===== src/rtl/grant_burst_xfer_pkg.sv =====
// Shared constants and helpers for the grant-driven burst transfer stage.
package grant_xfer_pkg;

   // FSM encoding kept as plain 2-bit constants for compatibility with older tools.
   localparam logic [1:0] ST_IDLE = 2'd0;
   localparam logic [1:0] ST_XFER = 2'd1;
   localparam logic [1:0] ST_DONE = 2'd2;

   // Width of the accepted-word counter; holds BURST_LEN up to 15.
   localparam int CNT_W = 4;

   // Index of a one-hot 4-bit grant. The result is meaningless for non-one-hot input.
   function automatic logic [1:0] onehot_to_idx(input logic [3:0] oh);
      return {oh[3] | oh[2], oh[3] | oh[1]};
   endfunction

endpackage


===== src/rtl/grant_burst_xfer_if.sv =====
// Handshake and data bundle between the arbiter/requesters and the burst stage.
interface grant_burst_xfer_if #(parameter int DW = 8);
   logic [3:0]      grant;
   logic [4*DW-1:0] din;
   logic [3:0]      valid;
   logic [3:0]      rdy;
   logic [DW-1:0]   dout;
   logic            dout_valid;
   logic [1:0]      dout_src;
   logic            ack;
   logic            abort;
   logic            err;

   // Arbiter and requester side.
   modport master (
      output grant, din, valid,
      input  rdy, dout, dout_valid, dout_src, ack, abort, err
   );

   // Burst transfer stage side.
   modport slave (
      input  grant, din, valid,
      output rdy, dout, dout_valid, dout_src, ack, abort, err
   );
endinterface


===== src/rtl/grant_burst_xfer_decode.sv =====
// Combinational classification of a 4-bit grant vector.
module grant_decode
   import grant_xfer_pkg::*;
(
   input  logic [3:0] grant_i,
   output logic       is_onehot_o,
   output logic [1:0] idx_o,
   output logic       is_zero_o
);

   assign is_zero_o   = (grant_i == 4'b0000);
   assign is_onehot_o = !is_zero_o && ((grant_i & (grant_i - 4'd1)) == 4'b0000);
   assign idx_o       = onehot_to_idx(grant_i);

endmodule


===== src/rtl/grant_burst_xfer.sv =====
// Moves a fixed-length burst from the granted requester to one shared output
// port and acknowledges completion back to the round-robin arbiter.
//
//   state   | meaning
//   --------+---------------------------------------------------------------
//   IDLE    | waiting for a one-hot grant; flags malformed grants with err
//   XFER    | accepting words from the latched requester; aborts on grant loss
//   DONE    | one cycle, ack high alongside the last word's dout_valid
module grant_burst_xfer
   import grant_xfer_pkg::*;
#(
   parameter int DW        = 8,
   parameter int BURST_LEN = 4
)(
   input  logic               clk_i,
   input  logic               sclr_n_i,
   grant_burst_xfer_if.slave  bus
);

   logic [1:0]       state_q, state_d;
   logic [3:0]       gnt_q, gnt_d;
   logic [1:0]       src_q, src_d;
   logic [CNT_W-1:0] cnt_q, cnt_d;
   logic [DW-1:0]    dout_q, dout_d;
   logic [1:0]       dout_src_q, dout_src_d;
   logic             dout_valid_q, dout_valid_d;
   logic             abort_q, abort_d;
   logic             err_q, err_d;

   logic             is_onehot_w;
   logic             is_zero_w;
   logic [1:0]       idx_w;
   logic [3:0]       rdy_w;
   logic             grant_lost_w;
   logic             accept_w;
   logic             last_w;
   logic [DW-1:0]    lane_w;

   grant_decode u_decode (
      .grant_i     (bus.grant),
      .is_onehot_o (is_onehot_w),
      .idx_o       (idx_w),
      .is_zero_o   (is_zero_w)
   );

   // Ready only while the arbiter still holds the latched grant, so a
   // withdrawn grant can never coincide with a final accept.
   assign grant_lost_w = (bus.grant != gnt_q);
   assign rdy_w        = (state_q == ST_XFER && !grant_lost_w) ? gnt_q : 4'b0000;
   assign accept_w     = |(rdy_w & bus.valid);
   assign last_w       = (cnt_q == CNT_W'(BURST_LEN - 1));
   assign lane_w       = bus.din[src_q*DW +: DW];

   // Next-state and output-register computation.
   always_comb begin
      state_d      = state_q;
      gnt_d        = gnt_q;
      src_d        = src_q;
      cnt_d        = cnt_q;
      dout_d       = dout_q;
      dout_src_d   = dout_src_q;
      dout_valid_d = 1'b0;
      abort_d      = 1'b0;
      err_d        = 1'b0;
      case (state_q)
         ST_IDLE: begin
            if (is_onehot_w) begin
               gnt_d   = bus.grant;
               src_d   = idx_w;
               cnt_d   = '0;
               state_d = ST_XFER;
            end else if (!is_zero_w) begin
               err_d = 1'b1;
            end
         end
         ST_XFER: begin
            if (grant_lost_w) begin
               state_d = ST_IDLE;
               abort_d = 1'b1;
               cnt_d   = '0;
            end else if (accept_w) begin
               dout_d       = lane_w;
               dout_src_d   = src_q;
               dout_valid_d = 1'b1;
               cnt_d        = cnt_q + CNT_W'(1);
               if (last_w) begin
                  state_d = ST_DONE;
               end
            end
         end
         ST_DONE: begin
            state_d = ST_IDLE;
         end
         default: begin
            state_d = ST_IDLE;
         end
      endcase
   end

   // State and output registers with synchronous active-low clear.
   always_ff @(posedge clk_i) begin
      if (!sclr_n_i) begin
         state_q      <= ST_IDLE;
         gnt_q        <= '0;
         src_q        <= '0;
         cnt_q        <= '0;
         dout_q       <= '0;
         dout_src_q   <= '0;
         dout_valid_q <= 1'b0;
         abort_q      <= 1'b0;
         err_q        <= 1'b0;
      end else begin
         state_q      <= state_d;
         gnt_q        <= gnt_d;
         src_q        <= src_d;
         cnt_q        <= cnt_d;
         dout_q       <= dout_d;
         dout_src_q   <= dout_src_d;
         dout_valid_q <= dout_valid_d;
         abort_q      <= abort_d;
         err_q        <= err_d;
      end
   end

   assign bus.rdy        = rdy_w;
   assign bus.dout       = dout_q;
   assign bus.dout_src   = dout_src_q;
   assign bus.dout_valid = dout_valid_q;
   assign bus.ack        = (state_q == ST_DONE);
   assign bus.abort      = abort_q;
   assign bus.err        = err_q;

endmodule


===== src/flat_wrapper.sv =====
// flat-port wrapper written by rule: the top's interface ports become plain ports
module grant_burst_xfer_flat import grant_xfer_pkg::*;
#(
   parameter int DW        = 8,
   parameter int BURST_LEN = 4
)
  (clk_i, sclr_n_i, bus_grant, bus_din, bus_valid, bus_rdy, bus_dout, bus_dout_valid, bus_dout_src, bus_ack, bus_abort, bus_err);
  grant_burst_xfer_if #(.DW(DW)) bus_i ();
  input  logic clk_i;
  input  logic sclr_n_i;
  input wire logic [$bits(bus_i.grant)-1:0] bus_grant;
  input wire logic [$bits(bus_i.din)-1:0] bus_din;
  input wire logic [$bits(bus_i.valid)-1:0] bus_valid;
  output wire logic [$bits(bus_i.rdy)-1:0] bus_rdy;
  output wire logic [$bits(bus_i.dout)-1:0] bus_dout;
  output wire logic [$bits(bus_i.dout_valid)-1:0] bus_dout_valid;
  output wire logic [$bits(bus_i.dout_src)-1:0] bus_dout_src;
  output wire logic [$bits(bus_i.ack)-1:0] bus_ack;
  output wire logic [$bits(bus_i.abort)-1:0] bus_abort;
  output wire logic [$bits(bus_i.err)-1:0] bus_err;
  assign bus_i.grant = bus_grant;
  assign bus_i.din = bus_din;
  assign bus_i.valid = bus_valid;
  assign bus_rdy = bus_i.rdy;
  assign bus_dout = bus_i.dout;
  assign bus_dout_valid = bus_i.dout_valid;
  assign bus_dout_src = bus_i.dout_src;
  assign bus_ack = bus_i.ack;
  assign bus_abort = bus_i.abort;
  assign bus_err = bus_i.err;
  grant_burst_xfer #(.DW(DW), .BURST_LEN(BURST_LEN)) u_core (.clk_i(clk_i), .sclr_n_i(sclr_n_i), .bus(bus_i));
endmodule

===== config.mk =====
export PLATFORM = sky130hd
export DESIGN_NAME = grant_burst_xfer_flat
export DESIGN_NICKNAME = d
export VERILOG_FILES = /design/src/rtl/grant_burst_xfer_pkg.sv /design/src/rtl/grant_burst_xfer_if.sv /design/src/rtl/grant_burst_xfer_decode.sv /design/src/rtl/grant_burst_xfer.sv /design/src/flat_wrapper.sv
export SDC_FILE = /design/constraint.sdc
export NUM_CORES = 1
export LEC_CHECK = 0
export ABC_CLOCK_PERIOD_IN_PS = 3600
export BUFFER_PORTS_ARGS = -buffer_cell sky130_fd_sc_hd__buf_2
export CORE_ASPECT_RATIO = 1.2
export CORE_MARGIN = 2
export CORE_UTILIZATION = 54
export CTS_BUF_LIST = sky130_fd_sc_hd__clkbuf_8
export DETAILED_ROUTE_END_ITERATION = 12
export PLACE_DENSITY = 0.87
export RECOVER_POWER = 100
export SKIP_CTS_REPAIR_TIMING = 1
export SLEW_MARGIN = 20
export SYNTH_ARGS = -nofsm -noshare
export SYNTH_HDL_FRONTEND = slang
export SYNTH_SLANG_ARGS = --single-unit
export TNS_END_PERCENT = 10

===== constraint.sdc =====
create_clock -name clk_i -period 3.6 [get_ports clk_i]
set_input_delay 0.36 -clock clk_i [delete_from_list [all_inputs] [get_ports clk_i]]
set_output_delay 0.36 -clock clk_i [all_outputs]
set_load 0.005 [all_outputs]

==> results of run 1 <==
==> routing by layer <==
metal,routed length (um),vias to the layer above,GRT usage
met5,0,-,0
met4,124,0,0.119
met3,107,15,0.0431
met2,1940,40,0.413
met1,1470,662,0.313
li1,-,700,-
==> metrics by stage <==
stage | worst slack [ps] | hold WS, ps | std cells | utilization | area [um^2]
6_report | 1580 | 458 | 244 | 0.661 | 1820
3_5_place_dp | 1520 | 451 | 240 | 0.649 | 1790
3_3_place_gp | 1610 | 441 | 240 | 0.649 | 1790
4_1_cts | 1630 | 455 | 244 | 0.666 | 1840
2_1_floorplan | 2070 | 451 | 159 | - | 1550
5_1_grt | 1420 | 465 | 244 | 0.661 | 1820
==> logic make-up (layout without fill, tap and decap cells) <==
kind of cell               Yosys count  count (layout)  synth area share
xor gates and xnor gates             6               6            0.0485
adders and majority gates            2               2            0.0146
DFF                                 25              25             0.324
AOI/OAI and AO/OA                   25              25             0.123
muxes                               18              18             0.181
buffers and inverters               14              65            0.0655
and+or+nand+nor                     69              69             0.244
==> power groups by stage <==
stage | Clock [mW] | Sequential (mW) | Combinational, mW
floorplan | 0 | 0.294 | 0.0931
global placement | 0 | 0.303 | 0.110
global route | 0.184 | 0.299 | 0.125
CTS | 0.167 | 0.297 | 0.113
finish | 0.166 | 0.297 | 0.113
detailed placement | 0 | 0.303 | 0.113
==> registers in the layout (all words and copies together), names as in the netlist <==
| signal | cells |
|---|---|
| u_core.bus.abort | 1 |
| u_core.src_q | 2 |
| u_core.cnt_q | 4 |
| u_core.bus.dout_valid | 1 |
| u_core.bus.dout | 8 |
| u_core.bus.err | 1 |
| u_core.bus.dout_src | 2 |
| u_core.state_q | 2 |
| u_core.gnt_q | 4 |
==> placed cells by master, fill, tap and decap left out, types with 2 or more instances in the layout <==
master	count
nor2_1	4
inv_1	2
or4_1	2
o21ai_0	4
clkbuf_1	10
xnor2_2	3
buf_2	48
a22o_2	2
mux4_2	8
a31oi_1	2
mux2i_1	10
o211ai_1	2
nand3_1	10
and2_1	2
xor2_1	2
nand2_1	22
nor4b_2	2
nor4_1	2
nand4_1	5
nor3_1	6
and3_1	4
or3_1	2
dfxtp_1	25
a21oi_1	6
clkbuf_8	3
==> worst max-delay path by stage <==
stage / depth (start not counted) / slack [ps] / endpoint / start
after detailed placement: 5 / 1520 / u_core.bus.dout[0] / bus_grant[2]
after global placement: 5 / 1610 / u_core.bus.dout[6] / bus_grant[2]
final: 4 / 1580 / u_core.cnt_q[3] / sclr_n_i
after floorplan: 5 / 2070 / bus_rdy[0] / bus_grant[3]
after global routing: 4 / 1420 / u_core.cnt_q[3] / sclr_n_i
after CTS: 4 / 1630 / bus_rdy[2] / u_core.gnt_q[3]
==> tightest hold or removal path, stage by stage <==
cell,delay [ps]
buf_2,170
nand3_1,90
a21oi_1,60
==> area by class of cell <==
type | count | area (um^2)
inverters | 2 | 7.51
flip-flops and latches | 25 | 500
clock inverters | 1 | 5.00
clock buffers | 3 | 41.3
multi-input cells | 120 | 945
fillers | 262 | 935
repair buffers | 59 | 283
well taps | 34 | 42.5
==> results.toml, run 1 <==
[setup_path]
arrival_ps = 2220
path_cells = "clkbuf_1, inv_1, or4_1, o211ai_1"
r2r-end = "u_core.bus.dout[0]"
critPathBufInv = 2
path_max_fanout = 23
start_kind = "input port"
max_stage_delay_ps = 640
required_ps = 3800
reg2reg_slack_ps = 1690
crit_family = "buffers and inverters"
r2r_start = "u_core.gnt_q[3]"
slowest_stage = "clkbuf_1"
r2r_cells = 4
worstSetupPathType = "in2reg"
endpoint_kind = "register"

[logic_synthesis]
syn_nets = 202
ys_types = 46
syn_area_mm2 = 0.00155
async_reset_ff_frac = 0
synth_common_cells = "25 x dfxtp_1, 22 x nand2_1, 10 x mux2i_1, 10 x nand3_1, 8 x mux4_2"
synth.avg_cell_area_um2 = 9.73
ys_seq_area_frac = 0.324
synth_top_area_frac = 0.324
postSynthCellCount = 159
dominantRegCellSynth = "dfxtp_1"
synth_warnings = 0
synth.top_cells.by_area = "dfxtp_1 32%, mux4_2 12%, mux2i_1 6.5%"
yosysTopAreaCell = "dfxtp_1"
synth_seq_cells = 25
yosysMostFrequentCell = "dfxtp_1"
synth_edf_count = 0

[global_route]
grt_antenna_before_repair = 0
grt_pass1_vias = 1429
grt_usage = 0.252
grt_max_degree = 24
grt_pass1_wl_um = 6370
grt.overflow.total = 0

[sta]
tns_ps = 0
worst_pin_slew_ps = 871
fin_skew_ps = 1.75
finalCritPeriodShare = 0.561
max_slew_margin = 0.419
fmaxAchievable_mhz = 495
rsz0062_at_grt = "no"
period_minus_slack_ps = 2020
final-setup-viol-count = 0
drv_slew = 0
finalHoldViolCount = 0

[floorplanning]
ios = 60
core_mm2 = 0.00276
design.die.area_mm2 = 0.00331
die_x_um = 52.9
die_height_um = 62.6
start_util = 0.561
std_cell_rows = 21

[placement]
port_buffers = 59
hpwl_um = 2820
gp_congestion = 0.831

[min_path]
min_path_type = "in2reg"
holdPathEnd = "u_core.gnt_q[3]"
hold_path.startpoint = "bus_grant[3]"
min_path_cells = 3

[routing]
vias = 1417
drt_iter0_markers = 23
drc = 0
wl_um = 3640
ant_nets = 0
wl_per_cell_um = 14.9
dr.pass1.iters = 4
viasPerCell = 5.81

[power_and_ir_drop]
p_total_mw = 0.575
vdd_drop_max_mv = 0.205
pwr-share-seq = 0.515
power-per-cell-area_mw_per_mm2 = 315
swShare = 0.269
p_clk_frac = 0.288
p_leak_nw = 0.778
internal-power_mw = 0.421
netSwitchingPower_mw = 0.155
p_comb_frac = 0.197

[cts]
clk_pin_slew_worst_paths_ps = 90
htree_levels = 1
cts-root-buf = "clkbuf_8"
clk_latency_ps = 270
cts.sinks = 25
clk_path_buf_depth = 2
cts_made_buffers = 3
cts_tree = "yes"

[layout]
antenna_cells = 0
area_growth_pct = 18.0
final_nets = 254
drive_above_1_share = 0.352

[outcome]
status = "completed"

[flow_run]
cap_violations = 0
No activity file was read; power rests on OpenSTA's default activity.
==> inputs of run 2 (changes only) <==
- ABC_CLOCK_PERIOD_IN_PS: 3600 -> 1800
- CORE_UTILIZATION: 54 -> 45
- PLACE_DENSITY: 0.87 -> 0.78
- clock period: 3.6 -> 1.8 ns (I/O delays scaled with it)
==> run 2 against run 1 <==
Compared with the run above: register-to-register slack worse by 1500 ps; sequential share of layout area down 0.64 points; via count about the same; clock-buffer cell count unchanged; critical endpoint is now bus_rdy[2]; hold slack worse by 220 ps; setup slack worse by 1400 ps; largest power group unchanged; cell count up 3.7%; flip-flop and latch count unchanged; global-route usage down 5.7 points; largest cell class unchanged; power up 110%; core utilization down 9.7 points.
==> results.toml, run 2 (synthesis results as in run 1) <==
[outcome]
status = "completed"

[layout]
final_cell_mix = "47 x buf_2, 25 x dfxtp_1, 22 x nand2_1, 13 x clkbuf_1"
post-route-util = 0.564
drive_above_1_share = 0.356
fin_area_mm2 = 0.00187
final_nets = 260
largest_reg_flops = 8
fin_cells = 253
area_growth_pct = 20.8
final_common_cell = "buf_2"
antenna_cells = 0

[global_route]
grt_antenna_before_repair = 0
grt_usage = 0.195
grt.overflow.total = 0
grt_max_degree = 23
grt_pass1_vias = 1384
grt_pass1_wl_um = 6070

[routing]
vias = 1416
ant_nets = 0
viasPerCell = 5.60
dr.pass1.iters = 4
drt_iter0_markers = 51
drc = 0
wl_per_cell_um = 14.4
wl_um = 3650

[sta]
drv_slew = 0
worst_pin_slew_ps = 543
period_minus_slack_ps = 1610
holdWs_ps = 241
fmaxAchievable_mhz = 620
fin_skew_ps = 1.81
rsz0062_at_grt = "no"
final-setup-viol-count = 0
finalHoldViolCount = 0
max_slew_margin = 0.636
finalCritPeriodShare = 0.896
tns_ps = 0
fin_ws_ps = 188

[setup_path]
path_max_fanout = 6
endpoint_kind = "primary output"
arrival_ps = 1430
worstSetupPathType = "reg2out"
required_ps = 1620
start_kind = "register"

[cts]
clk_path_buf_depth = 2
clk_pin_slew_worst_paths_ps = 100
cts_tree = "yes"
cts-root-buf = "clkbuf_8"
htree_levels = 1
clk_latency_ps = 270
cts_made_buffers = 3
cts.sinks = 25

[power_and_ir_drop]
power-per-cell-area_mw_per_mm2 = 635
p_total_mw = 1.19
p_leak_nw = 0.792
vdd_drop_max_mv = 0.486

[placement]
dp.cells = 249
gp_congestion = 0.810
hpwl_um = 2870
placedInstanceArea_mm2 = 0.00184
post-place-ws_ps = 360
port_buffers = 59

[floorplanning]
die_height_um = 68.2
die_x_um = 57.5
start_util = 0.467
ios = 60
design.die.area_mm2 = 0.00392
core_mm2 = 0.00331
std_cell_rows = 23

[min_path]
min_path_type = "in2reg"

[flow_run]
cap_violations = 0
[run 2: path summary, 6_finish.rpt]
check | cells past startpoint | to | from | slack [ps]
worst max-delay path | 4 | bus_rdy[2] | u_core.gnt_q[3] | 190
worst min-delay path | 3 | u_core.cnt_q[0] | sclr_n_i | 240
worst max register to register | 5 | u_core.state_q[1] | u_core.gnt_q[3] | 200
worst min register to register | 2 | u_core.bus.dout[4] | u_core.bus.dout[4] | 460
[run 2: layout make-up]
cell class,count,area [um^2]
clock buffer,3,41.3
clock inverter,1,8.76
fill,307,1440
inverter,2,7.51
multi-input combinational,120,945
sequential,25,500
tap,37,46.3
timing repair buffer,65,319
[run 2: worst max-delay path: stages, from the launching register on]
cell,delay (ps)
dfxtp_1,410
xnor2_2,140
and4_1,300
and3_1,190
clkbuf_1,120
[run 2: where the power goes]
part | total (mW) | internal, mW | switching [mW]
combinational | 0.246 | 0.128 | 0.119
sequential | 0.584 | 0.566 | 0.0179
clock | 0.355 | 0.162 | 0.193
total | 1.19 | 0.856 | 0.330
[run 2: layer usage]
| metal | share of wire | up-vias | global-route usage |
|---|---|---|---|
| met5 | 0 | - | 0 |
| met4 | 0.013 | 0 | 0.0552 |
| met3 | 0.024 | 4 | 0.0246 |
| met2 | 0.53 | 22 | 0.368 |
| met1 | 0.44 | 675 | 0.230 |
| li1 | - | 715 | - |
==> inputs of run 3 (changes only) <==
--- a/config.mk
+++ b/config.mk
@@ -13,2 +13,3 @@
 export CTS_BUF_LIST = sky130_fd_sc_hd__clkbuf_8
+export CTS_CLUSTER_DIAMETER = 60
 export DETAILED_ROUTE_END_ITERATION = 12
--- a/constraint.sdc
+++ b/constraint.sdc
@@ -3,2 +3,2 @@
 set_output_delay 0.18 -clock clk_i [all_outputs]
-set_load 0.005 [all_outputs]
+set_load 0.01 [all_outputs]
==> run 3 against run 2 <==
Compared with the run above: sequential power rose by 2%; sequential share of layout area rose by 0.16 points; critical path depth did not move; fmax fell by 5.9%; cell count fell by 0.40%; first-iteration DRC count rose by 2.0%; global-route usage fell by 0.057 points; die area did not move; flip-flop and latch count did not move; setup slack got worse by 100 ps; highest routed layer unchanged.
==> results.toml, run 3 (synthesis results as in run 1) <==
[layout]
final_nets = 259
final_cell_mix = "44 x buf_2, 25 x dfxtp_1, 22 x nand2_1, 16 x clkbuf_1"
fin_cells = 252
largest_reg_flops = 8
drive_above_1_share = 0.340
area_growth_pct = 20.1
final_common_cell = "buf_2"
antenna_cells = 0

[setup_path]
slowest_stage = "dfxtp_1"
crit_path_start = "u_core.gnt_q[2]"
endpoint_kind = "primary output"
cp.depth = 4
arrival_ps = 1530
crit_path_end = "bus_rdy[0]"
r2r_start = "u_core.gnt_q[2]"
path_max_fanout = 13
r2r-end = "u_core.bus.dout[6]"
max_stage_delay_ps = 360
start_kind = "register"
worstSetupPathType = "reg2out"
critPathBufInv = 1
r2r_cells = 5
crit_family = "simple AND/OR/NAND/NOR gates"
reg2reg_slack_ps = 240
path_cells = "xnor2_1, and4_4, and3_1, clkbuf_1"
required_ps = 1620

[outcome]
status = "completed"

[sta]
fin_ws_ps = 86.5
max_slew_margin = 0.637
finalHoldViolCount = 0
drv_slew = 0
worst_pin_slew_ps = 543
finalCritPeriodShare = 0.952
final-setup-viol-count = 0
period_minus_slack_ps = 1710
fmaxAchievable_mhz = 584
rsz0062_at_grt = "no"
fin_skew_ps = 0.890
holdWs_ps = 227

[min_path]
min_path_type = "in2reg"

[floorplanning]
start_util = 0.467
design.die.area_mm2 = 0.00392
die_x_um = 57.5
core_mm2 = 0.00331
die_height_um = 68.2
std_cell_rows = 23
ios = 60

[routing]
wl_um = 3780
route.layer.met1.wl_um = 1610
wl_met3_um = 109
ant_nets = 0
viasPerCell = 5.62
drc = 0
highest-signal-layer = "met4"
wl_per_cell_um = 15.0
dr.pass1.iters = 4
vias = 1415
wl_met2_um = 1990
drt_iter0_markers = 52

[global_route]
grt_antenna_before_repair = 0
grt_usage = 0.194
grt_max_degree = 23
grt.overflow.total = 0
grt_pass1_wl_um = 5870
grt_pass1_vias = 1284

[placement]
hpwl_um = 2850
gp_congestion = 0.835
post-place-ws_ps = 213
port_buffers = 59
dp.cells = 248

[cts]
cts_tree = "yes"
cts_made_buffers = 3
htree_levels = 1
cts.sinks = 25
clk_pin_slew_worst_paths_ps = 90
clk_latency_ps = 280
cts-root-buf = "clkbuf_8"
clk_path_buf_depth = 2

[power_and_ir_drop]
power-per-cell-area_mw_per_mm2 = 641
p_leak_nw = 0.774
vdd_drop_max_mv = 0.471

[flow_run]
cap_violations = 0
[run 3: metal layers]
metal / GRT usage / vias up
met5: 0 / -
met1: 0.229 / 674
met2: 0.362 / 31
met3: 0.0246 / 6
met4: 0.0640 / 0
li1: - / 704
[run 3: per-stage QoR]
stage               instance area [um^2]   util  TNS [ps]  power, mW
floorplan                           1550      -         0      0.775
global route                        1860  0.561         0       1.24
finish                              1860  0.561         0       1.19
global placement                    1830  0.553         0      0.838
detailed placement                  1830  0.553         0      0.844
CTS                                 1880  0.569      -114       1.20
[run 3: final cells by class]
| cell class | count | area (um^2) |
|---|---|---|
| Clock buffer | 3 | 41.3 |
| Clock inverter | 1 | 8.76 |
| Fill cell | 290 | 1450 |
| Inverter | 2 | 7.51 |
| Multi-Input combinational cell | 120 | 945 |
| Sequential cell | 25 | 500 |
| Tap cell | 37 | 46.3 |
| Timing Repair Buffer | 64 | 308 |
[run 3: power breakdown]
group / switching (mW) / internal [mW] / leakage, nW
registers: 0.0265 / 0.566 / 0.203
logic: 0.111 / 0.126 / 0.546
clock network: 0.198 / 0.163 / 0.0261
total: 0.336 / 0.855 / 0.774
[run 3: worst min-delay path by stage]
| stage | startpoint | endpoint | slack (ps) | depth (start not counted) |
|---|---|---|---|---|
| finish | sclr_n_i | u_core.cnt_q[0] | 230 | 3 |
| CTS | sclr_n_i | u_core.cnt_q[0] | 230 | 3 |
| global placement | u_core.bus.dout[5] | u_core.bus.dout[5] | 440 | 2 |
| floorplan | sclr_n_i | u_core.src_q[0] | 390 | 2 |
| global route | sclr_n_i | u_core.cnt_q[0] | 250 | 3 |
| detailed placement | u_core.bus.dout_src[1] | u_core.bus.dout_src[1] | 450 | 2 |
[run 3: worst min-delay path, cell delays in order]
cell	delay, ps
buf_2	100
inv_1	120
a31oi_1	50
